<file path="config.mk">
export PLATFORM = sky130hd
export DESIGN_NAME = insulin_dose_controller_flat
export DESIGN_NICKNAME = d
export VERILOG_FILES = /design/src/rtl/insulin_dose_controller_if.sv /design/src/rtl/insulin_dose_controller.sv /design/src/flat_wrapper.sv
export SDC_FILE = /design/constraint.sdc
export NUM_CORES = 1
export LEC_CHECK = 0
export BUFFER_PORTS_ARGS = -buffer_cell sky130_fd_sc_hd__buf_2
export CAP_MARGIN = 0
export CORE_MARGIN = 2
export CORE_UTILIZATION = 56
export CTS_CLUSTER_SIZE = 14
export DETAILED_ROUTE_END_ITERATION = 12
export GPL_TIMING_DRIVEN = 0
export PLACE_DENSITY = 0.78
export SETUP_SLACK_MARGIN = 0.2
export SYNTH_ARGS = -nofsm -noshare
export SYNTH_HDL_FRONTEND = slang
export SYNTH_SLANG_ARGS = --single-unit
</file>
<file path="constraint.sdc">
create_clock -name clk -period 2.1 [get_ports clk]
set_clock_uncertainty 0.05 [all_clocks]
set_input_delay 0.21 -clock clk [delete_from_list [all_inputs] [get_ports clk]]
set_output_delay 0.21 -clock clk [all_outputs]
set_load 0.02 [all_outputs]
</file>
<file path="src/rtl/insulin_dose_controller_if.sv">
// Sample/pump bus between the glycemic index calculator, the dose controller and the pumps.
interface insulin_dose_controller_if;
    logic [3:0] glycemicIndex;
    logic       sampleValid;
    logic       insulinPump;
    logic       glucagonPump;
    logic       busy;
    logic       alarm;
    logic [7:0] doseCount;

    modport master (
        output glycemicIndex, sampleValid,
        input  insulinPump, glucagonPump, busy, alarm, doseCount
    );

    modport slave (
        input  glycemicIndex, sampleValid,
        output insulinPump, glucagonPump, busy, alarm, doseCount
    );
endinterface

</file>
<file path="src/rtl/insulin_dose_controller.sv">
// Confirms an out-of-range glycemic index over two samples, drives a sized pump pulse,
// then holds off new doses for a lockout window. Also keeps a dose count and a level alarm.
module insulin_dose_controller #(
    parameter int HIGH_TH    = 12,
    parameter int LOW_TH     = 3,
    parameter int PULSE_UNIT = 4,
    parameter int LOCKOUT    = 16
) (
    input logic                        clk,
    input logic                        reset,
    insulin_dose_controller_if.slave   bus
);
    localparam logic [7:0] HI8   = 8'(HIGH_TH);
    localparam logic [7:0] LO8   = 8'(LOW_TH);
    localparam logic [7:0] PU8   = 8'(PULSE_UNIT);
    localparam logic [7:0] LOCK8 = 8'(LOCKOUT);

    typedef enum logic [1:0] {IDLE, ARMED, DOSE, LOCKOUT_ST} state_t;

    state_t     state_q;
    logic       cls_high_q;
    logic [7:0] timer_q;
    logic       insulin_q, glucagon_q, busy_q, alarm_q;
    logic [7:0] dose_count_q;

    logic [7:0] idx8;
    logic       is_high, is_low, is_normal;
    logic [7:0] dose_len_d;
    logic       alarm_d;

    always_comb begin
        idx8      = {4'd0, bus.glycemicIndex};
        is_high   = (idx8 >= HI8);
        is_low    = (idx8 <= LO8);
        is_normal = !is_high && !is_low;
        // Only meaningful when the sample is out of range; the NORMAL case is never used.
        dose_len_d = is_high ? 8'((idx8 - HI8 + 8'd1) * PU8)
                             : 8'((LO8 - idx8 + 8'd1) * PU8);
        alarm_d = alarm_q;
        if (bus.sampleValid) begin
            if (bus.glycemicIndex == 4'd0 || bus.glycemicIndex == 4'd15) alarm_d = 1'b1;
            else if (is_normal)                                          alarm_d = 1'b0;
        end
    end

    always_ff @(posedge clk or posedge reset) begin
        if (reset) begin
            state_q      <= IDLE;
            cls_high_q   <= 1'b0;
            timer_q      <= 8'd0;
            insulin_q    <= 1'b0;
            glucagon_q   <= 1'b0;
            busy_q       <= 1'b0;
            alarm_q      <= 1'b0;
            dose_count_q <= 8'd0;
        end else begin
            alarm_q <= alarm_d;
            case (state_q)
                IDLE: begin
                    if (bus.sampleValid && !is_normal) begin
                        state_q    <= ARMED;
                        cls_high_q <= is_high;
                    end
                end
                ARMED: begin
                    if (bus.sampleValid) begin
                        if (is_normal) begin
                            state_q <= IDLE;
                        end else if (is_high == cls_high_q) begin
                            state_q    <= DOSE;
                            timer_q    <= dose_len_d;
                            insulin_q  <= is_high;
                            glucagon_q <= !is_high;
                            busy_q     <= 1'b1;
                            if (dose_count_q != 8'hFF) dose_count_q <= dose_count_q + 8'd1;
                        end else begin
                            cls_high_q <= is_high;
                        end
                    end
                end
                DOSE: begin
                    // Timer counts down to 1 so the pump spans exactly dose-length cycles.
                    if (timer_q == 8'd1) begin
                        state_q    <= LOCKOUT_ST;
                        timer_q    <= LOCK8;
                        insulin_q  <= 1'b0;
                        glucagon_q <= 1'b0;
                    end else begin
                        timer_q <= timer_q - 8'd1;
                    end
                end
                LOCKOUT_ST: begin
                    if (timer_q == 8'd1) begin
                        state_q <= IDLE;
                        timer_q <= 8'd0;
                        busy_q  <= 1'b0;
                    end else begin
                        timer_q <= timer_q - 8'd1;
                    end
                end
                default: state_q <= IDLE;
            endcase
        end
    end

    assign bus.insulinPump  = insulin_q;
    assign bus.glucagonPump = glucagon_q;
    assign bus.busy         = busy_q;
    assign bus.alarm        = alarm_q;
    assign bus.doseCount    = dose_count_q;
endmodule

</file>
<file path="src/flat_wrapper.sv">
// flat-port wrapper written by rule: the top's interface ports become plain ports
module insulin_dose_controller_flat 
#(
    parameter int HIGH_TH    = 12,
    parameter int LOW_TH     = 3,
    parameter int PULSE_UNIT = 4,
    parameter int LOCKOUT    = 16
)
  (clk, reset, bus_glycemicIndex, bus_sampleValid, bus_insulinPump, bus_glucagonPump, bus_busy, bus_alarm, bus_doseCount);
  insulin_dose_controller_if bus_i ();
  input logic clk;
  input logic reset;
  input wire logic [$bits(bus_i.glycemicIndex)-1:0] bus_glycemicIndex;
  input wire logic [$bits(bus_i.sampleValid)-1:0] bus_sampleValid;
  output wire logic [$bits(bus_i.insulinPump)-1:0] bus_insulinPump;
  output wire logic [$bits(bus_i.glucagonPump)-1:0] bus_glucagonPump;
  output wire logic [$bits(bus_i.busy)-1:0] bus_busy;
  output wire logic [$bits(bus_i.alarm)-1:0] bus_alarm;
  output wire logic [$bits(bus_i.doseCount)-1:0] bus_doseCount;
  assign bus_i.glycemicIndex = bus_glycemicIndex;
  assign bus_i.sampleValid = bus_sampleValid;
  assign bus_insulinPump = bus_i.insulinPump;
  assign bus_glucagonPump = bus_i.glucagonPump;
  assign bus_busy = bus_i.busy;
  assign bus_alarm = bus_i.alarm;
  assign bus_doseCount = bus_i.doseCount;
  insulin_dose_controller #(.HIGH_TH(HIGH_TH), .LOW_TH(LOW_TH), .PULSE_UNIT(PULSE_UNIT), .LOCKOUT(LOCKOUT)) u_core (.clk(clk), .reset(reset), .bus(bus_i));
endmodule
</file>
* Word-level counts from Yosys, hierarchy flattened
Index checks and enable logic that the tools add are counted.
Word-level totals: register bits 23, input port bits 7, output and inout port bits 12, word-level logic and storage cells 86
Cells by class: add/sub/neg operators 6, magnitude comparators 2, equality and inequality tests 15, multiplexer cells 34, bitwise operators 1, reduce and logical (&&, ||, !) cells 20
Operators with widths (count):
- $mux 8 | 6
- $reduce_and 5->1 | 5
- $pmux 8 s3 | 1
- $mux 1 | 16
- $add 6x1->6 const B | 2
- $mux 2 | 6
- $add 8x1->8 const B | 1
- $eq 8x1->1 const B | 1
- $ne 2x1->1 const B | 4
- $ne 8x8->1 const B | 1
- $pmux 1 s2 | 4
- $pmux 2 s4 | 1
- $reduce_bool 2->1 | 4
- $sub 8x1->8 const B | 1
- $ne 2x2->1 const B | 3
- $sub 2x4->5 const A | 1
- $sub 4x4->5 const B | 1
- $eq 2x2->1 const B | 2
- $eq 4x4->1 const B | 1
- $ge 4x4->1 const B | 1
- $le 4x2->1 const B | 1
- $logic_not 4->1 | 1
- $reduce_and 4->1 | 1
- $logic_not 1->1 | 3
- other kinds (9) | 10

* Logic depth before layout (Yosys ltp)
Gate-level depths: netlist of run 1.
depth after elaboration 7, gate-level depth with buffers 6, depth with buffers taken out 6

* Worst setup path after synthesis of run 1
No wires, ideal clock.
path type reg2reg, start point reg u_core.timer_q[1], end point reg u_core.timer_q[3], library setup time 146 ps, arrival 1497 ps, required time 1904 ps, path slack 407 ps, stages on the path, launching flop included 7, buffers on the path 0, period minus slack after synthesis 1693 ps, cell sequence dfrtp_1 > inv_1 > ha_1 > or4b_4 > o211a_1 > o21ai_0 > o311ai_0
On the way: cells in the longest elaborated chain, start to end 3, elaborated cells on any way between the ends 5, those cells by class add/sub: 1; eq/ne: 1; mux: 3
Ends and longest elaborated chain:
- start: declaration | line insulin_dose_controller.sv:22 | logic [7:0] timer_q;
- start signal: assignment | line insulin_dose_controller.sv:71 | timer_q <= dose_len_d;
- start signal: assignment | line insulin_dose_controller.sv:89 | timer_q <= timer_q - 8'd1;
- start signal: assignment | line insulin_dose_controller.sv:98 | timer_q <= timer_q - 8'd1;
- $sub 8x1->8 / $eq 8x1->1 (equally long branches)
- $mux 8, on equally long branches | line insulin_dose_controller.sv:93, insulin_dose_controller.sv:83
- $pmux 8 s3 (*) | line insulin_dose_controller.sv:58 | case (state_q)
Mark *: on every way between the ends. The rest lies on a longest branch, timed or not. A chain may end at the register's enable or synchronous reset.

* Worst setup path after layout of run 1
start point reg u_core.timer_q[1], end point reg u_core.timer_q[4]
Same word-level chain as after synthesis.

==> results of run 1 <==
## power groups by stage
stage	registers, mW	clock network [mW]	logic [mW]
floorplan	0.461	0	0.0445
global placement	0.458	0	0.0699
detailed placement	0.458	0	0.0727
CTS	0.449	0.212	0.0732
global route	0.450	0.231	0.0814
finish	0.450	0.207	0.0726
## cell families (layout without fill, tap and decap cells)
logic type | after synthesis | in the layout | synth area share [%]
mux | 7 | 7 | 4.94
simple gates | 65 | 65 | 24.2
flops | 23 | 23 | 39.8
fa+ha+maj | 10 | 10 | 8.66
compound gates | 27 | 27 | 12.5
xor+xnor | 9 | 9 | 5.45
buf+inv | 13 | 35 | 4.50
## cell usage in the layout, fill, tap and decap left out, types with 2 or more instances in the layout
cell type	instances
sky130_fd_sc_hd__xnor2_1	3
sky130_fd_sc_hd__clkbuf_4	3
sky130_fd_sc_hd__a21oi_1	8
sky130_fd_sc_hd__nor2_1	8
sky130_fd_sc_hd__nand3_1	10
sky130_fd_sc_hd__ha_1	10
sky130_fd_sc_hd__buf_2	20
sky130_fd_sc_hd__and3_1	2
sky130_fd_sc_hd__a22o_1	2
sky130_fd_sc_hd__o21ai_0	7
sky130_fd_sc_hd__nor3b_1	3
sky130_fd_sc_hd__inv_1	9
sky130_fd_sc_hd__o311ai_0	2
sky130_fd_sc_hd__or3_1	4
sky130_fd_sc_hd__nor4_1	2
sky130_fd_sc_hd__nor3_1	3
sky130_fd_sc_hd__nand2_1	20
sky130_fd_sc_hd__nand4_1	3
sky130_fd_sc_hd__mux2i_1	6
sky130_fd_sc_hd__dfrtp_1	23
sky130_fd_sc_hd__xor2_1	6
## timing repair
action | CTS | global route
hold buffers | 0 | 0
pin swaps | 0 | 0
endpoints found under the setup margin | 2 | 2
gates resized for setup | 1 | 1
buffers inserted | 0 | 0
## layer usage
metal,GRT usage [%],vias to the layer above
li1,-,593
met1,30.1,586
met2,37.5,24
met3,2.46,2
met4,5.00,0
met5,0,-
## per-stage QoR
| stage | area (µm²) | instances | power, mW | setup WS [ps] | hold slack (ps) |
|---|---|---|---|---|---|
| finish | 1610 | 206 | 0.729 | 219 | 9.66 |
| global route | 1610 | 206 | 0.762 | 130 | 102 |
| floorplan | 1450 | 154 | 0.506 | 407 | 162 |
| global placement | 1570 | 202 | 0.528 | 105 | 373 |
| detailed placement | 1570 | 202 | 0.531 | 62.4 | 386 |
| CTS | 1610 | 206 | 0.734 | 233 | 42.8 |
## worst max-delay path by stage
stage | start | end | slack [ps] | depth (start not counted)
finish | u_core.timer_q[1] | u_core.timer_q[4] | 220 | 6
global route | u_core.timer_q[1] | u_core.timer_q[4] | 130 | 6
CTS | u_core.timer_q[1] | u_core.timer_q[3] | 230 | 6
detailed placement | bus_glycemicIndex[2] | u_core.bus.doseCount[1] | 60 | 7
global placement | bus_glycemicIndex[2] | u_core.bus.doseCount[1] | 110 | 7
floorplan | u_core.timer_q[1] | u_core.timer_q[3] | 410 | 6
## critical path: cells and delay by family (launching register included)
| family | cells | cell delay [ps] |
|---|---|---|
| AOI/OAI and AO/OA | 3 | 620 |
| adders and majority gates | 1 | 180 |
| buffers and inverters | 1 | 90 |
| DFF | 1 | 420 |
| and+or+nand+nor | 1 | 480 |
## sequential cells by signal (all words and copies together), names as in the netlist, named ones only
| register | count |
|---|---|
| u_core.bus.glucagonPump | 1 |
| u_core.state_q | 1 |
| u_core.bus.doseCount | 8 |
| u_core.bus.insulinPump | 1 |
| u_core.cls_high_q | 1 |
| u_core.bus.alarm | 1 |
| u_core.timer_q | 8 |
| u_core.bus.busy | 1 |
## area by class of cell
class	count	share of cell area (%)
Inverter	9	2.10
Sequential cell	23	35.8
Clock buffer	3	1.40
Buffer	4	1.95
Timing Repair Buffer	18	5.61
Multi-Input combinational cell	118	50.5
Tap cell	30	2.34
Clock inverter	1	0.312
==> flow_metrics.env, run 1 <==
export IMPL_yosysWarningCount=0
export IMPL_p_seq_share_pct=61.7
export IMPL_timing_critical_path_fanout_max=6
export IMPL_area_sequential_um2=576
export IMPL_postRouteWirelength_um=3030
export IMPL_count_leader_synth="sky130_fd_sc_hd__dfrtp_1"
export IMPL_dieArea_um2=3000
export IMPL_layout_drive_gt1_share_pct=18.2
export IMPL_filler_cell_count=210
export IMPL_wl_per_cell_um=14.7
export IMPL_maxSlewHeadroom_pct=41.4
export IMPL_syn_to_final_growth_pct=11.2
export IMPL_grt_first_pass_wirelength_um=4740
export IMPL_gr_total_overflow=0
export IMPL_worstRegToRegCells=6
export IMPL_seq_area_frac_synth_pct=39.8
export IMPL_total_routing_usage_reported_by_global_routing_pct=22.1
export IMPL_outcome="finished, final reports clean"
export IMPL_setup_tns_ps=0
export IMPL_number_of_enable_type_register_cells_in_the_synthesized_netlist=0
export IMPL_drt_initial_drc_count=33
export IMPL_first_global_vias=1103
export IMPL_synth_net_count=171
export IMPL_antenna_violating_nets_post_route=0
export IMPL_p_comb_share_pct=10.0
export IMPL_postSynthCellCount=154
export IMPL_dieWidth_um=54.8
export IMPL_route_met2_wl_um=1490
export IMPL_syn_cell_area_um2=1450
export IMPL_post_synth_top_area_fraction_pct=39.8
export IMPL_die_y_um=54.8
export IMPL_clkTransAtPathRegs_ps=140
export IMPL_met1_length_um=1430
export IMPL_synth_seq_cells=23
export IMPL_tightest_slew_ps=878
export IMPL_crit_reg2reg_launch="u_core.timer_q[1]"
export IMPL_globalplace_congestion=0.837
export IMPL_fmax_mhz=532
export IMPL_min_period_over_period_pct=89.6
export IMPL_cts_buffers_inserted=3
export IMPL_r2r_end="u_core.timer_q[4]"
export IMPL_power_density_nw_per_um2=454
export IMPL_clkLatencyLatePin_ps=310
export IMPL_synth_lib_cells_used_distinct=40
export IMPL_dominantRegCellSynth="sky130_fd_sc_hd__dfrtp_1"
export IMPL_routed_top_layer="met4"
export IMPL_ctsLongestPathBuffers=2
export IMPL_power_clock_fraction_pct=28.3
export IMPL_synth_avg_cell_area_um2=9.38
export IMPL_timing_critical_path_slowest_stage_cell="sky130_fd_sc_hd__or4b_4"
export IMPL_power_leakage_nw=0.755
export IMPL_period_needed_ps=1880
export IMPL_route_detailed_vias_per_inst=5.85
export IMPL_insertedDiodeCount=0
export IMPL_route_detailed_drc=0
export IMPL_holdCritPathClass="in2async"
export IMPL_detailedRoute_firstPassIterationCount=4
export IMPL_fin_nets=194
export IMPL_detailroute_via_count=1205
export IMPL_async_flop_share_pct=100
export IMPL_post_synth_top_area_cell="sky130_fd_sc_hd__dfrtp_1"
export IMPL_multiInputGateArea_um2=811
export IMPL_std_cell_rows=18
export IMPL_worst_setup_path_type="reg2reg"
export IMPL_cellInternalPower_uw=545
export IMPL_final_max_slew_violation_count=0
export IMPL_effective_utilization_at_floorplan_pct=58.9
export IMPL_crit_chain="inv_1 -> ha_1 -> or4b_4 -> o21ai_2 -> o21ai_0 -> a21oi_1"
export IMPL_max_cap_violations=0
export IMPL_cts_tree="done"
export IMPL_fp_coreArea_um2=2450
export IMPL_clock_tree_root_cell="sky130_fd_sc_hd__clkbuf_4"
export IMPL_grt_antenna_before_repair=0
export IMPL_crit_path_start_kind="flip-flop"
export IMPL_ys_top_cells_by_count="sky130_fd_sc_hd__dfrtp_1 (23), sky130_fd_sc_hd__nand2_1 (20), sky130_fd_sc_hd__ha_1 (10), sky130_fd_sc_hd__nand3_1 (10), sky130_fd_sc_hd__inv_1 (9)"
export IMPL_clock_sink_count=23
export IMPL_critical_path_max_stage_delay_ps=480
export IMPL_hpwlAfterDp_um=2230
export IMPL_power_ir_vdd_worst_v=0.000445
export IMPL_io_buffers=18
export IMPL_report_final_hold_viol_count=0
export IMPL_dr_wl_met3_um=99
export IMPL_worstSetupEndpointType="flip-flop"
export IMPL_design_portCount=19
export IMPL_layout_core_utilization_pct=65.4
export IMPL_largest_net_degree_at_the_start_of_global_routing=24
export IMPL_p_switching_uw=184
export IMPL_grt_setup_unrepaired="true"
export IMPL_htree_num_levels=1
export IMPL_required_ps=2290
export IMPL_setup_viol_count_final=0
export IMPL_register_to_register_path_setup_slack_ps=220
export IMPL_power_switching_fraction_pct=25.2
export IMPL_arr_time_crit_path_ps=2070
export IMPL_synth_area_top_cells="sky130_fd_sc_hd__dfrtp_1 (40%), sky130_fd_sc_hd__ha_1 (8.7%), sky130_fd_sc_hd__nand2_1 (5.2%)"
(Power assumes the default switching activity.)
==> run 2: changes to the inputs <==
--- a/config.mk
+++ b/config.mk
@@ -10,3 +10,4 @@
 export CORE_MARGIN = 2
-export CORE_UTILIZATION = 56
+export CORE_UTILIZATION = 59
+export CTS_BUF_LIST = sky130_fd_sc_hd__clkbuf_4
 export CTS_CLUSTER_SIZE = 14
@@ -14,3 +15,3 @@
 export GPL_TIMING_DRIVEN = 0
-export PLACE_DENSITY = 0.78
+export PLACE_DENSITY = 0.81
 export SETUP_SLACK_MARGIN = 0.2
==> constraint.sdc (replaced) <==
create_clock -name clk -period 2.1 [get_ports clk]
set_clock_uncertainty 0.05 [all_clocks]
set_input_delay 0.105 -clock clk [delete_from_list [all_inputs] [get_ports clk]]
set_output_delay 0.105 -clock clk [all_outputs]
set_load 0.02 [all_outputs]
==> flow_metrics.env, run 2 (synthesis gave the netlist of run 1 again) <==
export IMPL_outcome="finished, final reports clean"
export IMPL_tightest_slew_ps=876
export IMPL_fin_cells=205
export IMPL_largest_net_degree_at_the_start_of_global_routing=24
export IMPL_hpwlAfterDp_um=2120
export IMPL_power_leakage_nw=0.760
export IMPL_power_ir_vdd_worst_v=0.000387
export IMPL_arr_time_crit_path_ps=1980
export IMPL_power_density_nw_per_um2=454
export IMPL_path_delay_family="compound AO/OA/AOI/OAI gates"
export IMPL_final_max_slew_violation_count=0
export IMPL_ctsLongestPathBuffers=2
export IMPL_first_global_vias=1116
export IMPL_timing_critical_path_slowest_stage_cell="sky130_fd_sc_hd__or4b_4"
export IMPL_clkTransAtPathRegs_ps=130
export IMPL_gr_total_overflow=0
export IMPL_critPathLaunch="u_core.timer_q[1]"
export IMPL_crit_path_start_kind="flip-flop"
export IMPL_period_needed_ps=1830
export IMPL_setup_tns_ps=0
export IMPL_cts_tree="done"
export IMPL_crit_chain="inv_1 -> ha_1 -> or4b_4 -> o211a_1 -> o21ai_0 -> o311ai_0"
export IMPL_clock_tree_root_cell="sky130_fd_sc_hd__clkbuf_4"
export IMPL_dieArea_um2=2860
export IMPL_layout_core_utilization_pct=71.9
export IMPL_holdWs_ps=37.2
export IMPL_grt_antenna_before_repair=0
export IMPL_holdCritPathClass="in2reg"
export IMPL_design_portCount=19
export IMPL_layout_commonest_cell="sky130_fd_sc_hd__dfrtp_1"
export IMPL_detailedRoute_firstPassIterationCount=4
export IMPL_hold_path_startpoint="bus_sampleValid"
export IMPL_detailroute_via_count=1206
export IMPL_grt_setup_unrepaired="true"
export IMPL_grt_first_pass_wirelength_um=4890
export IMPL_setup_viol_count_final=0
export IMPL_drt_initial_drc_count=34
export IMPL_io_buffers=18
export IMPL_post_cts_setup_buffers=0
export IMPL_cts_buffers_inserted=3
export IMPL_worst_setup_path_type="reg2reg"
export IMPL_min_period_over_period_pct=87.3
export IMPL_max_cap_violations=0
export IMPL_crit_path_setup_slack_layout_ps=266
export IMPL_layout_drive_gt1_share_pct=18.1
export IMPL_insertedDiodeCount=0
export IMPL_dp_worst_setup_slack_ps=198
export IMPL_effective_utilization_at_floorplan_pct=64.1
export IMPL_syn_to_final_growth_pct=12.2
export IMPL_number_of_instances_in_the_placed_design=200
export IMPL_htree_num_levels=1
export IMPL_most_common_layout_cells="sky130_fd_sc_hd__dfrtp_1 (23), sky130_fd_sc_hd__buf_2 (20), sky130_fd_sc_hd__nand2_1 (20)"
export IMPL_timing_critical_path_fanout_max=3
export IMPL_dieWidth_um=53.5
export IMPL_fin_nets=195
export IMPL_crit_reg2reg_launch="u_core.timer_q[1]"
export IMPL_maxSlewHeadroom_pct=41.6
export IMPL_clock_sink_count=23
export IMPL_clkLatencyLatePin_ps=320
export IMPL_globalplace_congestion=0.852
export IMPL_fmax_mhz=545
export IMPL_report_final_hold_viol_count=0
export IMPL_worstSetupEndpointType="flip-flop"
export IMPL_p_total_uw=736
export IMPL_stdcell_area_um2=1620
export IMPL_std_cell_rows=17
export IMPL_antenna_violating_nets_post_route=0
export IMPL_critical_path_n_buffers_inverters=1
export IMPL_route_detailed_vias_per_inst=5.88
export IMPL_wl_per_cell_um=14.1
export IMPL_required_ps=2250
export IMPL_critical_path_max_stage_delay_ps=490
export IMPL_route_detailed_drc=0
export IMPL_die_y_um=53.5
export IMPL_postRouteWirelength_um=2880
export IMPL_fp_coreArea_um2=2250
export IMPL_placedInstanceArea_um2=1570
export IMPL_total_routing_usage_reported_by_global_routing_pct=23.5
==> run 2: cell types whose count changed in the layout (fill, tap and decap cells not counted), sizes merged <==
cell	previous run	this run
dlygate4sd3	0	1
==> run 2: path summary, 6_finish.rpt <==
| kind | end | slack (ps) | cells after the start |
|---|---|---|---|
| max reg2reg | u_core.timer_q[3] | 270 | 6 |
| max | u_core.timer_q[3] | 270 | 6 |
| min reg2reg | u_core.bus.busy | 450 | 2 |
| min in group asynchronous | u_core.timer_q[7] | 440 | 3 |
| max in group asynchronous | u_core.bus.doseCount[0] | 1020 | 3 |
| min | u_core.bus.alarm | 40 | 2 |
==> run 2: layout make-up <==
cell class	count	area, µm²
Multi-Input combinational cell	118	818
Fill cell	187	633
Sequential cell	23	576
Timing Repair Buffer	19	100
Tap cell	28	35.0
Inverter	9	33.8
Buffer	4	31.3
Clock buffer	3	22.5
Clock inverter	1	5.00
==> run 2: report_power, final <==
group	switching, mW	leakage (nW)	internal, mW
combinational	0.0454	0.471	0.0278
clock	0.142	0.0177	0.0713
sequential	0.00213	0.271	0.447
==> run 2: per-layer routing <==
metal / part of all wire [%] / track usage [%]
met4: 1.1 / 8.55
met2: 49 / 38.9
met5: 0 / 0
met1: 47 / 31.4
met3: 2.8 / 2.54
==> run 2: timing repair <==
item | 4_1_cts | 5_1_grt
hold endpoints to repair | 23 | 0
endpoints found under the setup margin | 1 | 3
resized for setup | 1 | 1
hold buffers | 1 | 0
==> run 3: changes to the inputs <==
Settings changed: GPL_TIMING_DRIVEN 0 to unset.
==> flow_metrics.env, run 3 (synthesis gave the netlist of run 1 again) <==
export IMPL_gr_total_overflow=0
export IMPL_power_leakage_nw=0.760
export IMPL_path_common_cell="sky130_fd_sc_hd__or3_1"
export IMPL_fp_coreArea_um2=2250
export IMPL_required_ps=2310
export IMPL_layout_drive_gt1_share_pct=18.1
export IMPL_antenna_violating_nets_post_route=0
export IMPL_cts_buffers_inserted=3
export IMPL_stdcell_area_um2=1620
export IMPL_htree_num_levels=1
export IMPL_crit_chain="buf_4 -> or3_1 -> or3_1 -> or3_1 -> nand3_1"
export IMPL_placedInstanceArea_um2=1560
export IMPL_clkTransAtPathRegs_ps=130
export IMPL_ctsLongestPathBuffers=2
export IMPL_final_max_slew_violation_count=0
export IMPL_insertedDiodeCount=0
export IMPL_timing_critical_path_fanout_max=5
export IMPL_effective_utilization_at_floorplan_pct=64.1
export IMPL_fin_cells=205
export IMPL_crit_path_start_kind="flip-flop"
export IMPL_clkLatencyLatePin_ps=310
export IMPL_largest_net_degree_at_the_start_of_global_routing=24
export IMPL_drt_initial_drc_count=28
export IMPL_die_y_um=53.5
export IMPL_wl_per_cell_um=14.9
export IMPL_syn_to_final_growth_pct=11.9
export IMPL_max_cap_violations=0
export IMPL_min_period_over_period_pct=86.1
export IMPL_most_common_layout_cells="sky130_fd_sc_hd__dfrtp_1 (23), sky130_fd_sc_hd__nand2_1 (20), sky130_fd_sc_hd__buf_2 (18)"
export IMPL_setup_viol_count_final=0
export IMPL_setup_tns_ps=0
export IMPL_postRouteWirelength_um=3050
export IMPL_clock_sink_count=23
export IMPL_std_cell_rows=17
export IMPL_grt_setup_unrepaired="false"
export IMPL_first_global_vias=1141
export IMPL_number_of_instances_in_the_placed_design=199
export IMPL_hpwlAfterDp_um=2270
export IMPL_fin_nets=195
export IMPL_detailroute_via_count=1228
export IMPL_dieWidth_um=53.5
export IMPL_fmax_mhz=553
export IMPL_worstSetupEndpointType="flip-flop"
export IMPL_total_routing_usage_reported_by_global_routing_pct=24.5
export IMPL_io_buffers=18
export IMPL_grt_antenna_before_repair=0
export IMPL_grt_first_pass_wirelength_um=5040
export IMPL_dp_worst_setup_slack_ps=258
export IMPL_outcome="finished, final reports clean"
export IMPL_detailedRoute_firstPassIterationCount=4
export IMPL_report_final_hold_viol_count=0
export IMPL_clock_tree_root_cell="sky130_fd_sc_hd__clkbuf_4"
export IMPL_worstRegToRegCells=5
export IMPL_power_density_nw_per_um2=454
export IMPL_tightest_slew_ps=890
export IMPL_globalplace_congestion=0.858
export IMPL_maxSlewHeadroom_pct=40.6
export IMPL_cts_tree="done"
export IMPL_design_portCount=19
export IMPL_route_detailed_drc=0
export IMPL_critical_path_max_stage_delay_ps=430
export IMPL_dieArea_um2=2860
export IMPL_crit_path_setup_slack_layout_ps=292
export IMPL_power_ir_vdd_worst_v=0.000428
export IMPL_holdPathStages=3
export IMPL_worst_setup_path_type="reg2reg"
export IMPL_arr_time_crit_path_ps=2020
export IMPL_route_detailed_vias_per_inst=5.99
export IMPL_holdCritPathClass="in2reg"
export IMPL_timing_critical_path_slowest_stage_cell="sky130_fd_sc_hd__or3_1"
export IMPL_holdWs_ps=56.5
export IMPL_period_needed_ps=1810
export IMPL_layout_commonest_cell="sky130_fd_sc_hd__dfrtp_1"
==> run 3: worst paths after layout <==
check / slack [ps] / startpoint / endpoint
min in group asynchronous: 460 / reset / u_core.timer_q[0]
max in group asynchronous: 990 / reset / u_core.bus.doseCount[7]
max reg2reg: 290 / u_core.timer_q[1] / u_core.timer_q[7]
min reg2reg: 470 / u_core.bus.alarm / u_core.bus.alarm
min: 60 / bus_sampleValid / u_core.cls_high_q
max: 290 / u_core.timer_q[1] / u_core.timer_q[7]
==> run 3: per-stage QoR <==
stage | power [mW] | util (%)
after CTS | 0.733 | 70.9
after detailed placement | 0.529 | 69.3
after floorplan | 0.506 | -
after global routing | 0.765 | 71.7
final | 0.733 | 71.7
after global placement | 0.526 | 69.3
==> run 3: cell type report <==
class / instances / area, µm²
multi-input combinational: 118 / 815
inverter: 9 / 33.8
fill: 191 / 638
clock buffer: 3 / 22.5
tap: 28 / 35.0
clock inverter: 1 / 5.00
timing repair buffer: 23 / 130
sequential: 23 / 576
==> run 3: worst max-delay path: cells and delay by family (launching register included) <==
family	cells	cell delay, ps
buf+inv	1	140
simple gates	4	1170
flops	1	400
==> run 3: per-layer routing <==
layer  vias up  part of all wire (%)  routed length (µm)  track usage [%]
met1       590                    47                1440             35.4
met4         0                   1.2                  37             8.12
met5         -                     0                   0                0
met2        35                    48                1460             37.4
met3         6                   3.5                 108             3.11
li1        597                     -                   -                -
==> run 3: what timing repair did <==
action,4_1_cts,5_1_grt
hold endpoints to repair,23,0
hold buffers,1,0
gates resized for setup,0,3
buffers inserted,0,1
endpoints found under the setup margin,0,3
==> run 3: power by group <==
| part | internal [mW] | switching, mW |
|---|---|---|
| Clock | 0.0713 | 0.141 |
| Combinational | 0.0265 | 0.0419 |
| Sequential | 0.447 | 0.00534 |
| Total | 0.545 | 0.188 |
